==> src/rtl/router_ctrl_fsm_pkg.sv <==
// ---------------------------------------------------------------------------
// router_pkg
// Shared types and constants for the 1x3 router control FSM.
//   state_e           : packet-sequencing states
//   ADDR_INVALID      : header address that never selects a FIFO
//   DEFAULT_NUM_PORTS : default number of destination FIFOs
//   addr_valid()      : header address is a real destination
// ---------------------------------------------------------------------------
package router_pkg;

  typedef enum logic [2:0] {
    DECODE_ADDRESS     = 3'd0,
    LOAD_FIRST_DATA    = 3'd1,
    LOAD_DATA          = 3'd2,
    FIFO_FULL_STATE    = 3'd3,
    LOAD_AFTER_FULL    = 3'd4,
    LOAD_PARITY        = 3'd5,
    CHECK_PARITY_ERROR = 3'd6,
    WAIT_TILL_EMPTY    = 3'd7
  } state_e;

  localparam logic [1:0] ADDR_INVALID      = 2'b11;
  localparam int         DEFAULT_NUM_PORTS = 3;

  // Address 3 is reserved; anything at or above the port count is also unusable.
  function automatic logic addr_valid(input logic [1:0] addr, input int num_ports);
    return (addr != ADDR_INVALID) && (int'({30'd0, addr}) < num_ports);
  endfunction

endpackage

==> src/rtl/router_ctrl_fsm_if.sv <==
// ---------------------------------------------------------------------------
// router_ctrl_fsm_if
// Source-side handshake between the packet source and the router controller.
//   pkt_valid : source packet valid
//   data_in   : header address bits [1:0]
//   busy      : stall back to the source
// Modports: master = packet source, slave = router controller.
// ---------------------------------------------------------------------------
interface router_ctrl_fsm_if;

  logic       pkt_valid;
  logic [1:0] data_in;
  logic       busy;

  modport master (output pkt_valid, output data_in, input busy);
  modport slave  (input pkt_valid, input data_in, output busy);

endinterface

==> src/rtl/router_ctrl_fsm.sv <==
// ---------------------------------------------------------------------------
// router_ctrl_fsm
// Packet-sequencing controller for the 1x3 router. Decodes the header
// address, holds packet entry until the destination FIFO is empty, and
// drives the state strobes used by the router register block.
//
// Ports:
//   clock, reset      : clock and synchronous active-high reset
//   src (slave)       : pkt_valid / data_in in, busy out
//   fifo_full         : full flag of the selected FIFO
//   fifo_empty        : per-FIFO empty flags
//   soft_reset        : per-FIFO soft reset from the synchronizer
//   parity_done       : parity byte handled by the register block
//   low_packet_valid  : register block saw pkt_valid drop
//   dest_addr         : registered destination of the current packet
//   detect_add, lfd_state, ld_state, laf_state, full_state, rst_int_reg,
//   write_enb_reg     : Moore decode of the current state
//   timeout           : one-cycle pulse after a WAIT_TILL_EMPTY timeout
//
// Optional feature ROUTER_FSM_WAIT_TIMEOUT_EN: bounds WAIT_TILL_EMPTY to
// WAIT_LIMIT cycles (the WAIT_LIMIT parameter exists only in that build).
// Without it the FSM waits indefinitely and timeout is tied low.
// ---------------------------------------------------------------------------
module router_ctrl_fsm
  import router_pkg::*;
#(
  parameter int NUM_PORTS = DEFAULT_NUM_PORTS
`ifdef ROUTER_FSM_WAIT_TIMEOUT_EN
  , parameter int WAIT_LIMIT = 64
`endif
) (
  input  logic                 clock,
  input  logic                 reset,
  router_ctrl_fsm_if.slave     src,
  input  logic                 fifo_full,
  input  logic [NUM_PORTS-1:0] fifo_empty,
  input  logic [NUM_PORTS-1:0] soft_reset,
  input  logic                 parity_done,
  input  logic                 low_packet_valid,
  output logic [1:0]           dest_addr,
  output logic                 detect_add,
  output logic                 lfd_state,
  output logic                 ld_state,
  output logic                 laf_state,
  output logic                 full_state,
  output logic                 rst_int_reg,
  output logic                 write_enb_reg,
  output logic                 timeout
);

  state_e     state_r;
  state_e     next_s;
  logic [1:0] dest_addr_r;

  // Pad the per-port flags to the 4 values a 2-bit address can take so that
  // indexing by an address never leaves the vector.
  logic [3:0] empty_pad_s;
  logic [3:0] soft_pad_s;
  logic       hdr_ok_s;
  logic       hdr_empty_s;
  logic       sel_empty_s;
  logic       sel_soft_s;
  logic       wait_expired_s;

  assign empty_pad_s = 4'(fifo_empty);
  assign soft_pad_s  = 4'(soft_reset);
  assign hdr_ok_s    = addr_valid(src.data_in, NUM_PORTS);
  assign hdr_empty_s = empty_pad_s[src.data_in];
  assign sel_empty_s = empty_pad_s[dest_addr_r];
  assign sel_soft_s  = soft_pad_s[dest_addr_r];

`ifdef ROUTER_FSM_WAIT_TIMEOUT_EN
  localparam int CNT_W = $clog2(WAIT_LIMIT + 1);

  logic [CNT_W-1:0] wait_cnt_r;
  logic             timeout_r;

  // The count shows completed WAIT cycles, so the cycle holding WAIT_LIMIT-1
  // is the WAIT_LIMIT-th one and is the last cycle spent waiting.
  assign wait_expired_s = (state_r == WAIT_TILL_EMPTY) &&
                          (wait_cnt_r == CNT_W'(WAIT_LIMIT - 1));

  // Wait counter: cleared on entry to WAIT_TILL_EMPTY, counts cycles spent there.
  always_ff @(posedge clock) begin
    if (reset) begin
      wait_cnt_r <= '0;
    end else if ((state_r != WAIT_TILL_EMPTY) && (next_s == WAIT_TILL_EMPTY)) begin
      wait_cnt_r <= '0;
    end else if (state_r == WAIT_TILL_EMPTY) begin
      wait_cnt_r <= wait_cnt_r + CNT_W'(1);
    end else begin
      wait_cnt_r <= wait_cnt_r;
    end
  end

  // Timeout pulse: high for the one cycle after a timed-out wait returns to decode.
  always_ff @(posedge clock) begin
    if (reset) begin
      timeout_r <= 1'b0;
    end else begin
      timeout_r <= wait_expired_s && !sel_empty_s && !sel_soft_s;
    end
  end

  assign timeout = timeout_r;
`else
  assign wait_expired_s = 1'b0;
  assign timeout        = 1'b0;
`endif

  // State register.
  always_ff @(posedge clock) begin
    if (reset) begin
      state_r <= DECODE_ADDRESS;
    end else begin
      state_r <= next_s;
    end
  end

  // Destination register: captured only from a valid header in DECODE_ADDRESS.
  always_ff @(posedge clock) begin
    if (reset) begin
      dest_addr_r <= 2'd0;
    end else if ((state_r == DECODE_ADDRESS) && src.pkt_valid && hdr_ok_s) begin
      dest_addr_r <= src.data_in;
    end else begin
      dest_addr_r <= dest_addr_r;
    end
  end

  assign dest_addr = dest_addr_r;

  // Next-state logic; a soft reset of the selected FIFO overrides every transition.
  always_comb begin
    next_s = state_r;
    if ((state_r != DECODE_ADDRESS) && sel_soft_s) begin
      next_s = DECODE_ADDRESS;
    end else begin
      case (state_r)
        DECODE_ADDRESS: begin
          if (src.pkt_valid && hdr_ok_s) begin
            next_s = hdr_empty_s ? LOAD_FIRST_DATA : WAIT_TILL_EMPTY;
          end else begin
            next_s = DECODE_ADDRESS;
          end
        end
        WAIT_TILL_EMPTY: begin
          if (sel_empty_s) begin
            next_s = LOAD_FIRST_DATA;
          end else if (wait_expired_s) begin
            next_s = DECODE_ADDRESS;
          end else begin
            next_s = WAIT_TILL_EMPTY;
          end
        end
        LOAD_FIRST_DATA: next_s = LOAD_DATA;
        LOAD_DATA: begin
          if (fifo_full) begin
            next_s = FIFO_FULL_STATE;
          end else if (!src.pkt_valid) begin
            next_s = LOAD_PARITY;
          end else begin
            next_s = LOAD_DATA;
          end
        end
        FIFO_FULL_STATE: begin
          if (!fifo_full) begin
            next_s = LOAD_AFTER_FULL;
          end else begin
            next_s = FIFO_FULL_STATE;
          end
        end
        LOAD_AFTER_FULL: begin
          if (parity_done) begin
            next_s = DECODE_ADDRESS;
          end else if (low_packet_valid) begin
            next_s = LOAD_PARITY;
          end else begin
            next_s = LOAD_DATA;
          end
        end
        LOAD_PARITY: next_s = CHECK_PARITY_ERROR;
        CHECK_PARITY_ERROR: begin
          if (fifo_full) begin
            next_s = FIFO_FULL_STATE;
          end else begin
            next_s = DECODE_ADDRESS;
          end
        end
        default: next_s = DECODE_ADDRESS;
      endcase
    end
  end

  // Moore output decode of the current state.
  always_comb begin
    detect_add    = 1'b0;
    lfd_state     = 1'b0;
    ld_state      = 1'b0;
    laf_state     = 1'b0;
    full_state    = 1'b0;
    rst_int_reg   = 1'b0;
    write_enb_reg = 1'b0;
    src.busy      = 1'b1;
    case (state_r)
      DECODE_ADDRESS: begin
        detect_add = 1'b1;
        src.busy   = 1'b0;
      end
      LOAD_FIRST_DATA: lfd_state = 1'b1;
      LOAD_DATA: begin
        ld_state      = 1'b1;
        write_enb_reg = 1'b1;
        src.busy      = 1'b0;
      end
      FIFO_FULL_STATE: full_state = 1'b1;
      LOAD_AFTER_FULL: begin
        laf_state     = 1'b1;
        write_enb_reg = 1'b1;
      end
      LOAD_PARITY:        write_enb_reg = 1'b1;
      CHECK_PARITY_ERROR: rst_int_reg   = 1'b1;
      WAIT_TILL_EMPTY:    src.busy      = 1'b1;
      default: begin
        detect_add = 1'b1;
        src.busy   = 1'b0;
      end
    endcase
  end

endmodule

==> src/flat_wrapper.sv <==
// flat-port wrapper written by rule: the top's interface ports become plain ports
module router_ctrl_fsm_flat import router_pkg::*;
#(
  parameter int NUM_PORTS = DEFAULT_NUM_PORTS

)
  (clock, reset, fifo_full, fifo_empty, soft_reset, parity_done, low_packet_valid, dest_addr, detect_add, lfd_state, ld_state, laf_state, full_state, rst_int_reg, write_enb_reg, timeout, src_pkt_valid, src_data_in, src_busy);
  router_ctrl_fsm_if src_i ();
  input  logic clock;
  input  logic reset;
  input  logic fifo_full;
  input  logic [NUM_PORTS-1:0] fifo_empty;
  input  logic [NUM_PORTS-1:0] soft_reset;
  input  logic parity_done;
  input  logic low_packet_valid;
  output logic [1:0] dest_addr;
  output logic detect_add;
  output logic lfd_state;
  output logic ld_state;
  output logic laf_state;
  output logic full_state;
  output logic rst_int_reg;
  output logic write_enb_reg;
  output logic timeout;
  input wire logic [$bits(src_i.pkt_valid)-1:0] src_pkt_valid;
  input wire logic [$bits(src_i.data_in)-1:0] src_data_in;
  output wire logic [$bits(src_i.busy)-1:0] src_busy;
  assign src_i.pkt_valid = src_pkt_valid;
  assign src_i.data_in = src_data_in;
  assign src_busy = src_i.busy;
  router_ctrl_fsm #(.NUM_PORTS(NUM_PORTS)) u_core (.clock(clock), .reset(reset), .src(src_i), .fifo_full(fifo_full), .fifo_empty(fifo_empty), .soft_reset(soft_reset), .parity_done(parity_done), .low_packet_valid(low_packet_valid), .dest_addr(dest_addr), .detect_add(detect_add), .lfd_state(lfd_state), .ld_state(ld_state), .laf_state(laf_state), .full_state(full_state), .rst_int_reg(rst_int_reg), .write_enb_reg(write_enb_reg), .timeout(timeout));
endmodule
==> config.mk <==
export PLATFORM = sky130hd
export DESIGN_NAME = router_ctrl_fsm_flat
export DESIGN_NICKNAME = d
export VERILOG_FILES = /design/src/rtl/router_ctrl_fsm_pkg.sv /design/src/rtl/router_ctrl_fsm_if.sv /design/src/rtl/router_ctrl_fsm.sv /design/src/flat_wrapper.sv
export SDC_FILE = /design/constraint.sdc
export NUM_CORES = 1
export LEC_CHECK = 0
export BUFFER_PORTS_ARGS = -buffer_cell sky130_fd_sc_hd__buf_2
export CAP_MARGIN = 20
export CORE_AREA = 2 2 39 41
export CTS_BUF_LIST = sky130_fd_sc_hd__clkbuf_8
export DETAILED_ROUTE_END_ITERATION = 6
export DIE_AREA = 0 0 41 43
export PLACE_DENSITY = 0.73
export SETUP_SLACK_MARGIN = 0.2
export SYNTH_ARGS = -nofsm -noshare
export SYNTH_HDL_FRONTEND = slang
export SYNTH_SLANG_ARGS = --single-unit
==> constraint.sdc <==
create_clock -name clock -period 2.4 [get_ports clock]
set_input_delay 0.24 -clock clock [delete_from_list [all_inputs] [get_ports clock]]
set_output_delay 0.24 -clock clock [all_outputs]
set_load 0.02 [all_outputs]
======== Word level (Yosys, flattened, before mapping) ========
Cells that the tools add are included.
word-level totals
  word-level logic and storage cells ...... 47
  register bits ........................... 5
  input bits .............................. 14
cells by class
  equality and inequality tests ........... 8
  order comparisons ....................... 3
  reduce and logical (&&, ||, !) cells .... 10
  mux-type cells .......................... 24
operators by type and width
  operator            number
  $mux 3              8
  $pmux 3 s8          1
  $eq 3x3->1 const B  4
  $mux 1              11
  $bmux 1 s2          3
  $eq 3x2->1 const B  2
  $lt 2x3->1 const B  2
  $logic_and 1x1->1   5
  $reduce_or 2->1     2
  $eq 3x1->1 const B  1
  $logic_not 3->1     1
  $reduce_bool 3->1   1
  $reduce_or 3->1     1
  $lt 2x2->1 const B  1
  $mux 2              1
  $ne 2x2->1 const B  1

======== Depth between registers and ports, before layout ========
Gate-level depths: netlist (run 1).
  depth in word-level cells ............... 5
  depth in mapped cells ................... 5

======== Worst setup path after synthesis (run 1) ========
OpenSTA, ideal clock, no wires.
  path kind ............................... flip-flop to output port
  start ................................... register u_core.state_r[0]
  end ..................................... output port lfd_state
  data required time ...................... 2.160 ns
  slack ................................... 1.029 ns
  arrival ................................. 1.131 ns
  path buffers ............................ 1
  stages on the path, launching flop included .. 3
  path through ............................ dfxtp_1 clkbuf_1 nor3b_1
between the ends
  cells in the longest elaborated chain, start to end .. 2
ends and longest elaborated chain
  item                    RTL line                RTL
  start, declared         router_ctrl_fsm.sv:51   state_e state_r;
  start signal, assigned  router_ctrl_fsm.sv:116  state_r <= next_s;
  $eq 3x1->1              router_ctrl_fsm.sv:205  case (state_r)
  $mux 1                  router_ctrl_fsm.sv:205
  end, declared           flat_wrapper.sv:18      output logic lfd_state;
Every way passes these cells.

======== Worst setup path after layout (run 1) ========
  start ................................... register u_core.state_r[1]
  end ..................................... output port ld_state
between the ends
  cells in the longest elaborated chain, start to end .. 2
ends and longest elaborated chain
  item           RTL line                RTL
  $eq 3x2->1     router_ctrl_fsm.sv:205
  $mux 1         router_ctrl_fsm.sv:205
  end, declared  flat_wrapper.sv:19      output logic ld_state;
Every way passes these cells.

==> impl_results.md, run 1 <==
* # nets final at between 90 and 100
* Clock latency on the worst-skew pair at 220 ps
* All-Layer GR Usage at around 15%
* Number of vias per cell after detailed routing at roughly 5.1
* Total nets after synthesis at between 70 and 80
* First-pass GRT wire length at around 1700 um
* Die H at between 40 and 50 um
* Hold/Removal Path Class: input pin to register
* Xor/xnor share of the synthesized area at 0%
* Final Routed Wirelength at around 1200 um
* Setup fix buffers added after clock tree synthesis at 0
* Crit path launch type: register
* Hold Crit Depth at 2
* Remaining DRCs at 0
* Setup violations, final at 0
* Share of cell area taken by muxes after synthesis at under 10%
* Switching power total at between 200 and 250 uW
* Outcome: complete, no violations
* Relative area change from synthesis to final layout at 32.9%
* Area fraction in compound gates after synthesis at a little over a quarter
* Setup repair after global routing missed its margin: false
* Number of global-route vias before repair at between 400 and 500
* Syn avg cell area at slightly below 8 um2
* Post-CTS Hold Buffers at 0
* Synthesized-area fraction occupied by adder cells at 0%
* Router iterations before antenna repair at 5
* Peak fanout along the critical path at 13
* Upper clock frequency limit at 0.645 GHz
* CTS tree: yes
* Antenna viol nets, final at 0
* Depth of the CTS H-tree at 1
* Diodes inserted at 0
* Reported leakage power at 0.289 nW
* Port buffer count at 23
* Kind of end point of the critical path: primary output
* Clock share of power at 26.3%
* Reg2Reg Depth at 4
* Setup slack, reg-to-reg at 980 ps
* Final Cycle Share at 64.6%
* Top-level I/O count at 25
* Power density relative to cell area at between 900 and 1000 nW/um2
* Die Outline Area at between 1500 and 2000 um2
* Gate count of the mapped netlist at 60
* Max Slew Vio Count at 0
* Final Hold Violating Endpoints at 0
* Register cell area after layout at about 100 um2
* Util after Layout at between 40 and 50%
* DRC marker count from the first detailed-route iteration at 7
* Routed length per instance at ~12 um
* Std-Cell Core Area at between 1000 and 1500 um2
* Max clock buf depth at 2
* Hold_ws at 225 ps
* Clock slew seen by the registers of the worst setup and hold paths at about 30 ps
* Basic-gate share of the synthesized area counting and, or, nand and nor cells at 35.8%
* Launch point of the worst hold path: reset
* Synth warn at 0
* Combined area of the multi-input logic cells at 322 um2
* Row Count at 14
* Chip Width at 41 um
* Critical register-to-register path startpoint: u_core.state_r[2]
* Clk sink count at 5
* Initial Util at 33.5%
* Clock root cell: clkbuf_8
* Sequential fraction of design power at roughly a quarter
* # Max-Cap Violations at 0
* Post-synthesis sequential area ratio at a little over a fifth
* Critical path type: register to primary output
* Final HPWL DP at 903 um
* Hold EP: u_core.dest_addr[1]
* Via count at about 510
* Library cells used by synthesis at 37
* Setup total negative slack at 0 ps
* Worst-case clock skew at around 0.31 ps
* Final critical-path required period at ~1600 ps
* Post-synthesis sequential element count at 5
* Filler instances at 150
* Switching Fraction at ~43%
* Peak VDD IR at 0.459 mV
* Data arrival time of the worst path at 1310 ps
* Internal power at 330 uW
* Number of CTS-inserted buffers at 3
* Worst flop-to-flop path endpoint: u_core.state_r[0]
* Largest family of logic cells by synthesized area: simple AND/OR/NAND/NOR gates
* Data required time at the worst endpoint at between 2000 and 2500 ps
* Maximum number of pins on one net before global-route repair at 14
* Sum of overflow across all layers after global routing at 0
* Resize count post-CTS at 0
* Combined area of all synthesized cells at between 400 and 500 um2
* Share of cells above drive strength 1 at around 40%
* Gate power share at approximately 47%
* Antenna violations before repair at 0
* GPL Wtd Cong at between 0.7 and 0.8
-- power by group through the flow --
stage,Sequential [mW],Clock (mW),Combinational (mW)
finish,0.153,0.152,0.274
global route,0.160,0.163,0.297
CTS,0.152,0.159,0.277
detailed placement,0.153,0,0.276
global placement,0.152,0,0.272
floorplan,0.127,0,0.231
-- metal layers --
| metal | vias up | part of all wire (%) | track usage (%) |
|---|---|---|---|
| met3 | 5 | 8.5 | 6.28 |
| met2 | 19 | 45 | 20.3 |
| met4 | 0 | 2.4 | 10.0 |
| li1 | 263 | - | - |
| met5 | - | 0 | 0 |
| met1 | 219 | 44 | 17.4 |
-- cells by family after synthesis --
family	after synthesis
AOI/OAI and AO/OA	18
buffers and inverters	8
DFF	5
muxes	3
other	1
and+or+nand+nor	25
-- registers in the layout (all words and copies together), names as in the netlist --
signal and cells:
u_core.state_r 3, u_core.dest_addr 2
-- through the flow --
stage          std cells  total power [mW]  setup slack, ps  instance area [um2]
3_5_place_dp          95             0.429             1000                  572
6_report              99             0.580              849                  617
3_3_place_gp          95             0.424             1030                  572
2_1_floorplan         60             0.358             1030                  464
5_1_grt               99             0.620              765                  617
4_1_cts               99             0.588              847                  617
-- cell usage after synthesis --
library cell / number / area, um2
nand3_1: 1 / 5.00
o21a_1: 1 / 7.51
clkbuf_1: 1 / 3.75
o21ai_1: 1 / 5.00
nand2b_1: 2 / 12.5
buf_2: 1 / 5.00
nor3_2: 2 / 20.0
o2111ai_1: 2 / 17.5
o31a_1: 2 / 17.5
buf_4: 1 / 7.51
nand2_1: 1 / 3.75
nor2b_1: 1 / 6.26
nor3_1: 2 / 10.0
and3_1: 1 / 6.26
inv_2: 1 / 3.75
mux2i_1: 3 / 30.0
a2111o_1: 1 / 11.3
nand3b_1: 1 / 7.51
a21oi_1: 3 / 15.0
o21ai_0: 5 / 25.0
or3_1: 1 / 6.26
or4b_4: 1 / 13.8
or3b_1: 1 / 8.76
buf_6: 1 / 11.3
conb_1: 1 / 3.75
nor2_1: 4 / 15.0
or2_2: 1 / 6.26
or2b_1: 1 / 7.51
inv_1: 3 / 11.3
o2bb2ai_1: 1 / 8.76
a31oi_1: 1 / 6.26
nor3b_1: 1 / 7.51
o31ai_1: 1 / 7.51
nor2_2: 2 / 12.5
nor2_4: 1 / 11.3
and2_1: 1 / 6.26
dfxtp_1: 5 / 100
-- worst max-delay path: stages, from the launching register on --
cell and delay, ps:
dfxtp_1 530, or2b_1 300, nor2_1 90, buf_2 170
-- cell type report --
class	count	area share [%]
clock buffers	3	6.69
clock inverters	1	0.609
inverters	4	2.43
multi-input cells	47	52.1
flip-flops and latches	5	16.2
well taps	16	3.25
repair buffers	23	18.7
-- layout by cell type (no fill, tap or decap), types with 2 or more instances in the layout --
cell | synthesis | layout
o21ai_0 | 5 | 5
nor3_2 | 2 | 2
nor2_2 | 2 | 2
o31a_1 | 2 | 2
nor2_1 | 4 | 4
buf_2 | 1 | 23
clkbuf_8 | 0 | 3
dfxtp_1 | 5 | 5
o2111ai_1 | 2 | 2
a21oi_1 | 3 | 3
nand2b_1 | 2 | 2
inv_1 | 3 | 4
mux2i_1 | 3 | 3
nor3_1 | 2 | 2
-- how the worst max path moves through the flow --
stage,start,endpoint,slack (ps),cells past startpoint
global placement,u_core.state_r[1],u_core.state_r[2],1030,5
global route,u_core.state_r[1],ld_state,770,3
floorplan,u_core.state_r[0],lfd_state,1030,2
CTS,u_core.state_r[1],ld_state,850,3
finish,u_core.state_r[1],ld_state,850,3
detailed placement,u_core.state_r[2],u_core.state_r[0],1000,4
(Power assumes the default switching activity.)
==> run 2, diff against run 1 <==
--- a/config.mk
+++ b/config.mk
@@ -11,7 +11,7 @@
 export CTS_BUF_LIST = sky130_fd_sc_hd__clkbuf_8
 export DETAILED_ROUTE_END_ITERATION = 6
 export DIE_AREA = 0 0 41 43
-export PLACE_DENSITY = 0.73
+export PLACE_DENSITY = 0.75
 export SETUP_SLACK_MARGIN = 0.2
 export SYNTH_ARGS = -nofsm -noshare
 export SYNTH_HDL_FRONTEND = slang
==> constraint.sdc (replaced) <==
create_clock -name clock -period 1.4 [get_ports clock]
set_input_delay 0.14 -clock clock [delete_from_list [all_inputs] [get_ports clock]]
set_output_delay 0.14 -clock clock [all_outputs]
set_load 0.02 [all_outputs]
==> run 2 against run 1 <==
  * Via count rose by 7.7%
  * Core utilization rose by 9.3 points
  * Clock power increased by 71%
  * Sequential power increased by 55%
  * Register-to-register slack worse by 850 ps
  * Largest power group unchanged
  * Setup slack worse by 710 ps
  * Die area is the same
  * Total power is 120% higher
  * Final cell count increased by 6.1%
==> impl_results.md, run 2 (synthesis gave the netlist of run 1 again) <==
* Power after layout at 1.25 mW (+120%)
* Clock slew seen by the registers of the worst setup and hold paths at 30 ps (about the same)
* Register cell area after layout at 106 um2 (+6.3%)
* # nets final at 104 (+6.1%)
* Post-CTS Hold Buffers at 0 (unchanged)
* Data required time at the worst endpoint at 1550 ps (-610 ps)
* Share of cells above drive strength 1 at 56.2% (+15 points)
* Max Slew Vio Count at 0 (unchanged)
* Filler instances at 130 (-13%)
* Util after Layout at 53.9% (+9.3 points)
* GPL Wtd Cong at 0.806 (+11%)
* Routed length per instance at 12.9 um (+10%)
* Critical register-to-register path startpoint: u_core.state_r[2]
* Data arrival time of the worst path at 1410 ps (+100 ps)
* Sum of overflow across all layers after global routing at 0 (unchanged)
* Hold Crit Depth at 2 (unchanged)
* Final Routed Wirelength at 1360 um (+17%)
* Initial Util at 33.5% (unchanged)
* Chip Width at 41 um (unchanged)
* Row Count at 14 (unchanged)
* Final HPWL DP at 942 um (+4.4%)
* Most common cell after layout, fill and taps aside: buf_2
* DRC marker count from the first detailed-route iteration at 8 (+1)
* Max clock buf depth at 2 (unchanged)
* Number of CTS-inserted buffers at 3 (unchanged)
* Number of standard cells in the layout, taps in and fillers out at 105 (+6.1%)
* Peak fanout along the critical path at 8 (-5)
* Post-place instance area at 596 um2 (+4.2%)
* Count of buffer and inverter cells on the critical path at 0 (-1)
* All-Layer GR Usage at 18.3% (+3.6 points)
* Top-level I/O count at 25 (unchanged)
* Largest register by flop count: u_core.state_r
* Router iterations before antenna repair at 4 (-1)
* Peak VDD IR at 0.624 mV (+36%)
* Port buffer count at 23 (unchanged)
* Launch point of the worst path: u_core.state_r[2]
* Reg2Reg Depth at 4 (unchanged)
* Final critical-path required period at ~1300 ps
* Remaining DRCs at 0 (unchanged)
* Setup repair after global routing missed its margin: true
* Diodes inserted at 0 (unchanged)
* Die H at 43 um (unchanged)
* Die Outline Area at 1760 um2 (unchanged)
* Number of global-route vias before repair at 546 (+24%)
* Worst-case clock skew at 1.69 ps (+1.38 ps)
* Final Cycle Share at between 90% and 100%
* Clock latency on the worst-skew pair at 220 ps (about the same)
* Setup slack, reg-to-reg at 130 ps (-850 ps)
* Setup ws final at 135 ps (-714 ps)
* Depth of the CTS H-tree at 1 (unchanged)
* Setup violations, final at 0 (unchanged)
* Antenna violations before repair at 0 (unchanged)
* Number of vias per cell after detailed routing at 5.19 (+1.6%)
* Series of cell instances along the critical path: or4b_4 -> nor2_4 -> nor2_2 -> nor3_2
* Final Hold Violating Endpoints at 0 (unchanged)
* Clk sink count at 5 (unchanged)
* Reported leakage power at 0.338 nW (+17%)
* Via count at 545 (+7.7%)
* Upper clock frequency limit at ~0.79 GHz
* Hold/Removal Path Class: input pin to register
* # Max-Cap Violations at 0 (unchanged)
* Std-Cell Core Area at 1380 um2 (unchanged)
* First-pass GRT wire length at 2190 um (+29%)
* Worst flop-to-flop path endpoint: u_core.dest_addr[1]
* Combined area of the multi-input logic cells at 367 um2 (+14%)
* Relative area change from synthesis to final layout at 60.6%
* Maximum cell stage delay along the critical path at 520 ps (about the same)
* Flip-flop count of the largest register, all copies and words added at 3 (unchanged)
* Worst setup path end: u_core.dest_addr[1]
* Worst-path cell with the longest stage delay: or4b_4
* Antenna viol nets, final at 0 (unchanged)
* Critical path type: register to register
* Finished layout cell area at 746 um2 (+21%)
* Instance count after placement with tap cells included at 98 (+3.2%)
* Outcome: complete, no violations
* Kind of end point of the critical path: register
* Critical path's top delay family: simple AND/OR/NAND/NOR gates
* Clock root cell: clkbuf_8
* Maximum number of pins on one net before global-route repair at 10 (-4)
* Power density relative to cell area at 1670 nW/um2 (+78%)
* Most used cells in the layout excluding fill and tap cells: buf_2 (17), buf_4 (8), nor2_1 (4), o21ai_0 (4), buf_6 (4)
* Post-placement setup slack at -2.03 ps (-1010 ps)
* Crit path launch type: register
* CTS tree: yes
* Stages on worst setup path at 4 (+1)
## run 2: cell count changes in the layout (fill, tap and decap cells not counted), sizes merged
| cell | previous run | this run |
|---|---|---|
| buf | 23 | 29 |
## run 2: where the power goes
part	internal, mW	switching, mW
clock network	0.188	0.0723
registers	0.184	0.0537
logic	0.378	0.372
total	0.749	0.498
## run 2: how the worst min path moves through the flow
stage / to / from
final: u_core.dest_addr[1] / reset
after global routing: u_core.dest_addr[0] / reset
after CTS: u_core.dest_addr[1] / reset
after detailed placement: u_core.dest_addr[1] / reset
after global placement: u_core.dest_addr[1] / reset
after floorplan: u_core.dest_addr[1] / reset
## run 2: cell type report
class	count	share of cell area, %
multi-input cells	47	49.2
well taps	16	2.68
clock inverters	1	0.503
repair buffers	29	25.5
inverters	4	2.35
clock buffers	3	5.54
flip-flops and latches	5	14.3
## run 2: stage by stage
stage | hold slack (ps) | TNS, ps
final | 127 | 0
after global routing | 139 | 0
after CTS | 126 | 0
after detailed placement | 357 | -2.03
after global placement | 358 | 0
after floorplan | 202 | 0
## run 2: repair_timing
| action | in CTS | in global routing |
|---|---|---|
| pin swaps | 4 | 3 |
| endpoints found under the setup margin | 13 | 13 |
| cloned | 0 | 0 |
| resized for setup | 21 | 2 |
| setup buffers | 3 | 0 |
## run 2: metal layers
| layer | global-route usage, % | share of wire [%] |
|---|---|---|
| met1 | 20.6 | 38 |
| met2 | 29.1 | 50 |
| met3 | 2.62 | 8.8 |
| met4 | 13.3 | 2.9 |
| met5 | 0 | 0 |
